==> src/rtl/boreal_gate_engine_pkg.sv <==
// Shared constants and helpers for the policy gate engine: request magic,
// verdict reason codes and response word layout.
package boreal_gate_engine_pkg;

    localparam logic [15:0] GATE_MAGIC = 16'hB0AE;

    localparam logic [7:0] GATE_RSN_OK    = 8'h00;
    localparam logic [7:0] GATE_RSN_MAGIC = 8'h01;
    localparam logic [7:0] GATE_RSN_CSUM  = 8'h02;
    localparam logic [7:0] GATE_RSN_RANGE = 8'h03;
    localparam logic [7:0] GATE_RSN_MASK  = 8'h04;
    localparam logic [7:0] GATE_RSN_LEN   = 8'h05;

    localparam logic [2:0] GATE_RESP_VERDICT  = 3'd0;
    localparam logic [2:0] GATE_RESP_SNAP0    = 3'd1;
    localparam logic [2:0] GATE_RESP_SEQ      = 3'd2;
    localparam logic [2:0] GATE_RESP_GRANTCNT = 3'd3;
    localparam logic [2:0] GATE_RESP_DENYCNT  = 3'd4;
    localparam logic [2:0] GATE_RESP_WORDS    = 3'd5;

    function automatic logic [31:0] sat_inc(input logic [31:0] v);
        return (v == 32'hFFFF_FFFF) ? v : v + 32'd1;
    endfunction

    function automatic logic [31:0] verdict_word(input logic grant, input logic [7:0] reason);
        return {16'h0, reason, 7'h0, grant};
    endfunction

endpackage

==> src/rtl/boreal_gate_check.sv <==
// Combinational priority evaluation of a snapshotted request: the first
// failing rule sets the reason, grant only when every rule passes.
module boreal_gate_check
    import boreal_gate_engine_pkg::*;
#(
    parameter int NUM_ACTIONS = 32,
    parameter int MAX_LEN     = 4096
) (
    input  logic [15:0] magic,
    input  logic [7:0]  action,
    input  logic [31:0] req_len,
    input  logic [31:0] csum,
    input  logic [31:0] acc,
    input  logic [31:0] policy_mask,
    output logic        grant,
    output logic [7:0]  reason
);

    localparam logic [8:0]  ACT_LIMIT = 9'(NUM_ACTIONS);
    localparam logic [31:0] LEN_LIMIT = 32'(MAX_LEN);

    always_comb begin
        reason = GATE_RSN_OK;
        if (magic != GATE_MAGIC) begin
            reason = GATE_RSN_MAGIC;
        end else if (acc != csum) begin
            reason = GATE_RSN_CSUM;
        end else if ({1'b0, action} >= ACT_LIMIT) begin
            reason = GATE_RSN_RANGE;
        end else if (!policy_mask[action[4:0]]) begin
            reason = GATE_RSN_MASK;
        end else if (req_len > LEN_LIMIT) begin
            reason = GATE_RSN_LEN;
        end
        grant = (reason == GATE_RSN_OK);
    end

endmodule

==> src/rtl/boreal_gate_engine.sv <==
// Policy gate engine: snapshots a 16-word request, XOR-checks and validates it,
// then writes a 5-word verdict into the response mailbox and consumes the request.
module boreal_gate_engine
    import boreal_gate_engine_pkg::*;
#(
    parameter int NUM_ACTIONS = 32,
    parameter int MAX_LEN     = 4096
) (
    input  logic         clk,
    input  logic         rst_n,
    input  logic         gate_en,
    input  logic [31:0]  policy_mask,
    input  logic         req_valid,
    input  logic [511:0] req_words,
    output logic         req_consume,
    input  logic         resp_valid,
    output logic         resp_we,
    output logic [2:0]   resp_widx,
    output logic [31:0]  resp_wdata,
    output logic         resp_valid_set,
    output logic         busy,
    output logic [31:0]  grant_count,
    output logic [31:0]  deny_count
);

    // state  | meaning
    // IDLE   | waiting for a request while the response mailbox is free
    // CHECK  | XOR-accumulating snapshot words 0..14, one per cycle
    // DECIDE | evaluating the verdict and updating the counters
    // WRITE  | emitting response words 0..4
    // DONE   | setting response valid and consuming the request
    localparam logic [2:0] ST_IDLE   = 3'd0;
    localparam logic [2:0] ST_CHECK  = 3'd1;
    localparam logic [2:0] ST_DECIDE = 3'd2;
    localparam logic [2:0] ST_WRITE  = 3'd3;
    localparam logic [2:0] ST_DONE   = 3'd4;

    logic [2:0]  state;
    logic [31:0] snap [16];
    logic [31:0] acc;
    logic [3:0]  idx;
    logic [2:0]  wcnt;
    logic [31:0] seq;
    logic        grant_q;
    logic [7:0]  reason_q;
    logic        chk_grant;
    logic [7:0]  chk_reason;
    logic        accept;
    logic [31:0] word_mux;

    assign accept = (state == ST_IDLE) && gate_en && req_valid && !resp_valid;

    boreal_gate_check #(
        .NUM_ACTIONS(NUM_ACTIONS),
        .MAX_LEN    (MAX_LEN)
    ) u_check (
        .magic      (snap[0][31:16]),
        .action     (snap[0][7:0]),
        .req_len    (snap[2]),
        .csum       (snap[15]),
        .acc        (acc),
        .policy_mask(policy_mask),
        .grant      (chk_grant),
        .reason     (chk_reason)
    );

    // The request is frozen at accept so later mailbox changes cannot leak in.
    always_ff @(posedge clk) begin
        if (accept) begin
            for (int i = 0; i < 16; i++) begin
                snap[i] <= req_words[32*i +: 32];
            end
        end
    end

    always_comb begin
        word_mux = verdict_word(grant_q, reason_q);
        case (wcnt)
            GATE_RESP_SNAP0:    word_mux = snap[0];
            GATE_RESP_SEQ:      word_mux = seq;
            GATE_RESP_GRANTCNT: word_mux = grant_count;
            GATE_RESP_DENYCNT:  word_mux = deny_count;
            default:            word_mux = verdict_word(grant_q, reason_q);
        endcase
    end

    always_ff @(posedge clk) begin
        if (!rst_n) begin
            state          <= ST_IDLE;
            acc            <= '0;
            idx            <= '0;
            wcnt           <= '0;
            seq            <= '0;
            grant_q        <= 1'b0;
            reason_q       <= GATE_RSN_OK;
            grant_count    <= '0;
            deny_count     <= '0;
            req_consume    <= 1'b0;
            resp_we        <= 1'b0;
            resp_widx      <= '0;
            resp_wdata     <= '0;
            resp_valid_set <= 1'b0;
            busy           <= 1'b0;
        end else begin
            req_consume    <= 1'b0;
            resp_we        <= 1'b0;
            resp_valid_set <= 1'b0;
            case (state)
                ST_IDLE: begin
                    if (accept) begin
                        acc   <= '0;
                        idx   <= '0;
                        state <= ST_CHECK;
                        busy  <= 1'b1;
                    end
                end
                ST_CHECK: begin
                    acc <= acc ^ snap[idx];
                    if (idx == 4'd14) begin
                        idx   <= '0;
                        state <= ST_DECIDE;
                    end else begin
                        idx <= idx + 4'd1;
                    end
                end
                ST_DECIDE: begin
                    grant_q  <= chk_grant;
                    reason_q <= chk_reason;
                    if (chk_grant) begin
                        grant_count <= sat_inc(grant_count);
                    end else begin
                        deny_count <= sat_inc(deny_count);
                    end
                    // Word 0 goes out on this edge; words 3/4 later read the updated counters.
                    resp_we    <= 1'b1;
                    resp_widx  <= GATE_RESP_VERDICT;
                    resp_wdata <= verdict_word(chk_grant, chk_reason);
                    wcnt       <= GATE_RESP_SNAP0;
                    state      <= ST_WRITE;
                end
                ST_WRITE: begin
                    if (wcnt == GATE_RESP_WORDS) begin
                        resp_valid_set <= 1'b1;
                        req_consume    <= 1'b1;
                        state          <= ST_DONE;
                    end else begin
                        resp_we    <= 1'b1;
                        resp_widx  <= wcnt;
                        resp_wdata <= word_mux;
                        wcnt       <= wcnt + 3'd1;
                    end
                end
                ST_DONE: begin
                    seq   <= seq + 32'd1;
                    busy  <= 1'b0;
                    state <= ST_IDLE;
                end
                default: begin
                    busy  <= 1'b0;
                    state <= ST_IDLE;
                end
            endcase
        end
    end

endmodule

==> config.mk <==
export PLATFORM = sky130hd
export DESIGN_NAME = boreal_gate_engine
export DESIGN_NICKNAME = d
export VERILOG_FILES = /design/src/rtl/boreal_gate_engine_pkg.sv /design/src/rtl/boreal_gate_check.sv /design/src/rtl/boreal_gate_engine.sv
export SDC_FILE = /design/constraint.sdc
export NUM_CORES = 1
export LEC_CHECK = 0
export ABC_AREA = 1
export BUFFER_PORTS_ARGS = -buffer_cell sky130_fd_sc_hd__clkbuf_2
export CAP_MARGIN = 30
export CORE_ASPECT_RATIO = 0.5
export CORE_UTILIZATION = 40
export CTS_CLUSTER_DIAMETER = 150
export CTS_CLUSTER_SIZE = 10
export DETAILED_ROUTE_END_ITERATION = 12
export PLACE_DENSITY = 0.68
export SLEW_MARGIN = 20
export SYNTH_ARGS = -nofsm -noshare
export SYNTH_HDL_FRONTEND = slang
export SYNTH_SLANG_ARGS = --single-unit
==> constraint.sdc <==
create_clock -name clk -period 17.6 [get_ports clk]
set_clock_uncertainty 0.2 [all_clocks]
set_input_delay 0 -clock clk [delete_from_list [all_inputs] [get_ports clk]]
set_output_delay 0 -clock clk [all_outputs]
set_load 0.01 [all_outputs]
==> results.cfg, run 1 <==
[synthesis]
synth_nets = 3477
ys_seq_area_share_pct = 63.65
synth-seq-cells = 696
syn-cell-area_sq_um = 29940
ys_async_sr_fraction_pct = 0
synth-edff-count = 512
ys_types = 49
synth_cells = 2918
synthFlopType = edfxtp_1
yosys_warnings = 0
syn_area_per_cell_sq_um = 10.26

[floorplanning]
start_util_pct = 40.70
rows = 70
num_io_pins = 652
dieWidth_microns = 388.9
die_y_microns = 195.5

[cts]
htree_levels = 3
cts.repair.resized = 0
cts_made_buffers = 79
cts_num_sinks = 696
hold_buffers = 906
root_buffer = clkbuf_16
clk_path_buf_depth = 3
post-cts-setup-buffer-count = 0

[placed_design]
dp_hpwl_microns = 78040
place_congestion = 0.9059
portBuffers = 651

[run_status]
haltStage = clock tree synthesis (4_1_cts)
toolErrorMsg = [ERROR RSZ-0060] Max buffer count reached.
status = did not finish
## stage by stage
| step | utilization [%] | hold slack, ps | instances | setup WS, ps | area [sq um] |
|---|---|---|---|---|---|
| 3_5_place_dp | 46.11 | -21.40 | 4396 | 13870 | 33920 |
| 3_3_place_gp | 46.06 | -22.18 | 4394 | 13900 | 33890 |
| 2_1_floorplan | - | -101.1 | 2918 | 5345 | 29940 |
## cell usage after synthesis, drive strengths merged (13+ instances only)
master,count,area [sq um]
o221ai,80,700.7
a211oi,34,255.2
nand2,312,1199
a21oi,153,765.7
nand4,46,302.8
nor2,425,1650
or2,13,81.33
o211ai,48,360.4
nor3,47,271.5
nor4,13,100.1
clkbuf,118,442.9
o21ai,362,1812
nand3,158,825.8
dfxtp,184,3684
o22ai,47,294.0
inv,249,937.2
edfxtp,512,15370
a221oi,29,254.0
buf,47,269.0
## cells by family after synthesis
group	count (synthesis)	share of synthesized area, %
xor gates and xnor gates	10	0.2925
DFF	696	63.65
AOI/OAI and AO/OA	767	15.20
adders and majority gates	10	0.4179
and+or+nand+nor	1020	14.93
buffers and inverters	415	5.520
==> inputs of run 2 (changes only) <==
--- a/config.mk
+++ b/config.mk
@@ -8,12 +8,9 @@
 export ABC_AREA = 1
 export BUFFER_PORTS_ARGS = -buffer_cell sky130_fd_sc_hd__clkbuf_2
 export CAP_MARGIN = 30
-export CORE_ASPECT_RATIO = 0.5
-export CORE_UTILIZATION = 40
-export CTS_CLUSTER_DIAMETER = 150
-export CTS_CLUSTER_SIZE = 10
+export CORE_UTILIZATION = 25
 export DETAILED_ROUTE_END_ITERATION = 12
-export PLACE_DENSITY = 0.68
+export PLACE_DENSITY_LB_ADDON = 0.15
 export SLEW_MARGIN = 20
 export SYNTH_ARGS = -nofsm -noshare
 export SYNTH_HDL_FRONTEND = slang
==> run 2 against run 1 <==
The run now ends clean. Area after synthesis is the same. Synthesized cell count is the same.
==> results.cfg, run 2 <==
[drt]
final_antenna_net_count = 0
drc_errors = 0
totalWireLength_microns = 138200
vias_per_cell = 4.642
dr_total_vias = 28937
avgRoutedWirePerCell_microns = 22.16
firstDrtPassIters = 6
drt_iter0_markers = 2216

[cts]
worstSkewPairLatency_ps = 680
cts_made_buffers = 84
cts_num_sinks = 696
htree_levels = 3
cts.repair.resized = 0
root_buffer = clkbuf_16
hold_buffers = 1025
clkTransAtPathRegs_ps = 60
cts_tree = done
post-cts-setup-buffer-count = 0
clk_path_buf_depth = 3

[worst_setup_path]
r2r_cells = 8
critPathCaptureType = flip-flop
crit_top_cell = a21oi_1
slowest_stage = dfxtp_4
cp.arrival_ps = 4080
path_cells = inv_8 > buf_4 > o21ai_0 > o22ai_1 > o211ai_1 > a21oi_1 > a21oi_1 > a211oi_1
cp.buffers_inverters = 2
crit_path_end = acc[18]
slowest_delay_ps = 920
worstSetupPathType = reg2reg
crit_path_max_fanout = 145
worst-path-stages = 8
cp-start-kind = flip-flop
critPathTopFamily = compound AO/OA/AOI/OAI gates
rrSetupSlack_ps = 13840
r2r-end = acc[18]
crit_required_ps = 17920

[placed_design]
placed_cells = 5029
portBuffers = 651
dp_hpwl_microns = 97570
place_congestion = 0.8902
dpl-instance-area_sq_um = 34730
dp_slack_ps = 13700

[synthesis]
synthFlopType = edfxtp_1
synth_top_area_share_pct = 51.35
synth-seq-cells = 696
synth_compound_area_share_pct = 15.20
muxShareOfSynthArea_pct = 0
yosys.area_share.simple_pct = 14.93
syn-cell-area_sq_um = 29940
synth_nets = 3477
syn_area_per_cell_sq_um = 10.26
yosysTopAreaCell = edfxtp_1
synthTopCellsByArea = edfxtp_1 51%, dfxtp_1 12%, o21ai_0 5.7%
ys_async_sr_fraction_pct = 0
synth-edff-count = 512
synth_top_family_by_area = compound AO/OA/AOI/OAI gates
synth_cells = 2918
ys_top_cells_by_count = 512 x edfxtp_1, 411 x nor2_1, 342 x o21ai_0
synthAdderAreaFrac_pct = 0.4179
post-synth-top-count-cell = edfxtp_1
ys_types = 49
ys_seq_area_share_pct = 63.65
yosys_warnings = 0
synth_xor_xnor_area_share_pct = 0.2925

[floorplanning]
core_area_sq_um = 118400
dieWidth_microns = 348.1
rows = 126
die-area_sq_um = 121200
die_y_microns = 348.1
num_io_pins = 652
start_util_pct = 25.29

[finish]
drive_gt1_share_pct = 18.59
layout.cells.non_filler = 6234
multiInputGateArea_sq_um = 9235
area_growth_pct = 59.36
design_area_sq_um = 47720
regMostFlops = snap
layout_common_cells = 1,027 x dlygate4sd3_1, 650 x clkbuf_2, 512 x edfxtp_1, 411 x nor2_1, 342 x o21ai_0
fin_nets = 5103
final_common_cell = dlygate4sd3_1
regArea_sq_um = 19070
fillers = 11633
largest_reg_flops = 512

[timing]
rsz0062_at_grt = false
tightestPinTransition_ps = 1061
fmax_mhz = 266.2
min_period_over_period_pct = 21.35
hold_violations = 0
fin_crit_ps = 3757
setup_viol = 0
fin_setup_tns_ps = 0
relSlewSlack_pct = 29.24
slew_violations = 0
setup_slack_ps = 13840

[power]
p_per_area_nw_per_um2 = 82.90
swShare_pct = 24.45
switching_power_mw = 0.9672
seq_power_share_pct = 46.5
pwr-share-comb_pct = 10.7
pwr-share-clk_pct = 42.8
power.leakage_nw = 17.95
p_int_mw = 2.988
irDropWorstVdd_mv = 0.08715

[grt]
antenna_found_initial = 45
grt_max_degree = 175
grt_pass1_wl_microns = 196000
gr-total-overflow = 0
track_usage_pct = 22.23
grt_pass1_vias = 29326

[run]
drv_cap = 0

[min_path]
hp-class = in2reg

[run_status]
status = complete, no violations
==> run 2: how the worst min path moves through the flow <==
stage	start	end	slack, ps	cells after the start
2_1_floorplan	req_words[0]	snap[0][0]	-100	0
3_3_place_gp	req_words[183]	snap[5][23]	-20	1
3_5_place_dp	req_words[264]	snap[8][8]	-20	1
4_1_cts	policy_mask[8]	reason_q[2]	40	10
5_1_grt	policy_mask[8]	reason_q[2]	80	10
6_report	policy_mask[8]	reason_q[2]	50	10
==> run 2: cell families after synthesis <==
family	Yosys count
simple gates	1020
compound gates	767
flops	696
buf+inv	415
xor+xnor	10
fa+ha+maj	10
==> run 2: worst reg2reg max path: stages, from the launching register on <==
cell      delay (ps)
dfxtp_4          920
inv_8            490
buf_4            580
o21ai_0          230
o22ai_1          160
o211ai_1         650
a21oi_1          190
a21oi_1          160
a211oi_1          60
==> run 2: metal layers <==
metal	vias to the layer above	wire (microns)	track usage, %
met1	13889	57500	27.67
met5	-	278	0
li1	13742	-	-
met4	48	5138	8.343
met2	1006	66830	37.83
met3	252	8413	4.391
==> run 2: area by class of cell <==
type | count | share of cell area, %
clock buffers | 121 | 4.822
flip-flops and latches | 696 | 39.97
diodes | 23 | 0.1206
multi-input cells | 1807 | 19.35
well taps | 1600 | 4.195
repair buffers | 1705 | 28.88
clock inverters | 32 | 0.6555
inverters | 250 | 2.008
==> run 2: through the flow <==
step	util [%]	hold WS (ps)	power (mW)
floorplan	-	-101.1	1.988
global placement	29.33	-22.17	2.115
detailed placement	29.33	-21.40	2.114
CTS	40.20	37.56	3.993
global route	40.29	81.44	4.087
finish	40.30	46.22	3.956
==> run 2: power by group through the flow <==
stage                     registers [mW]  logic, mW  clock network (mW)
after floorplan                     1.88      0.108                   0
final                               1.84      0.424                1.69
after CTS                           1.84      0.421                1.73
after global placement              1.88      0.239                   0
after global routing                1.84      0.456                1.79
after detailed placement            1.87      0.239                   0
Note: power is estimated with default switching activity, not from simulation.
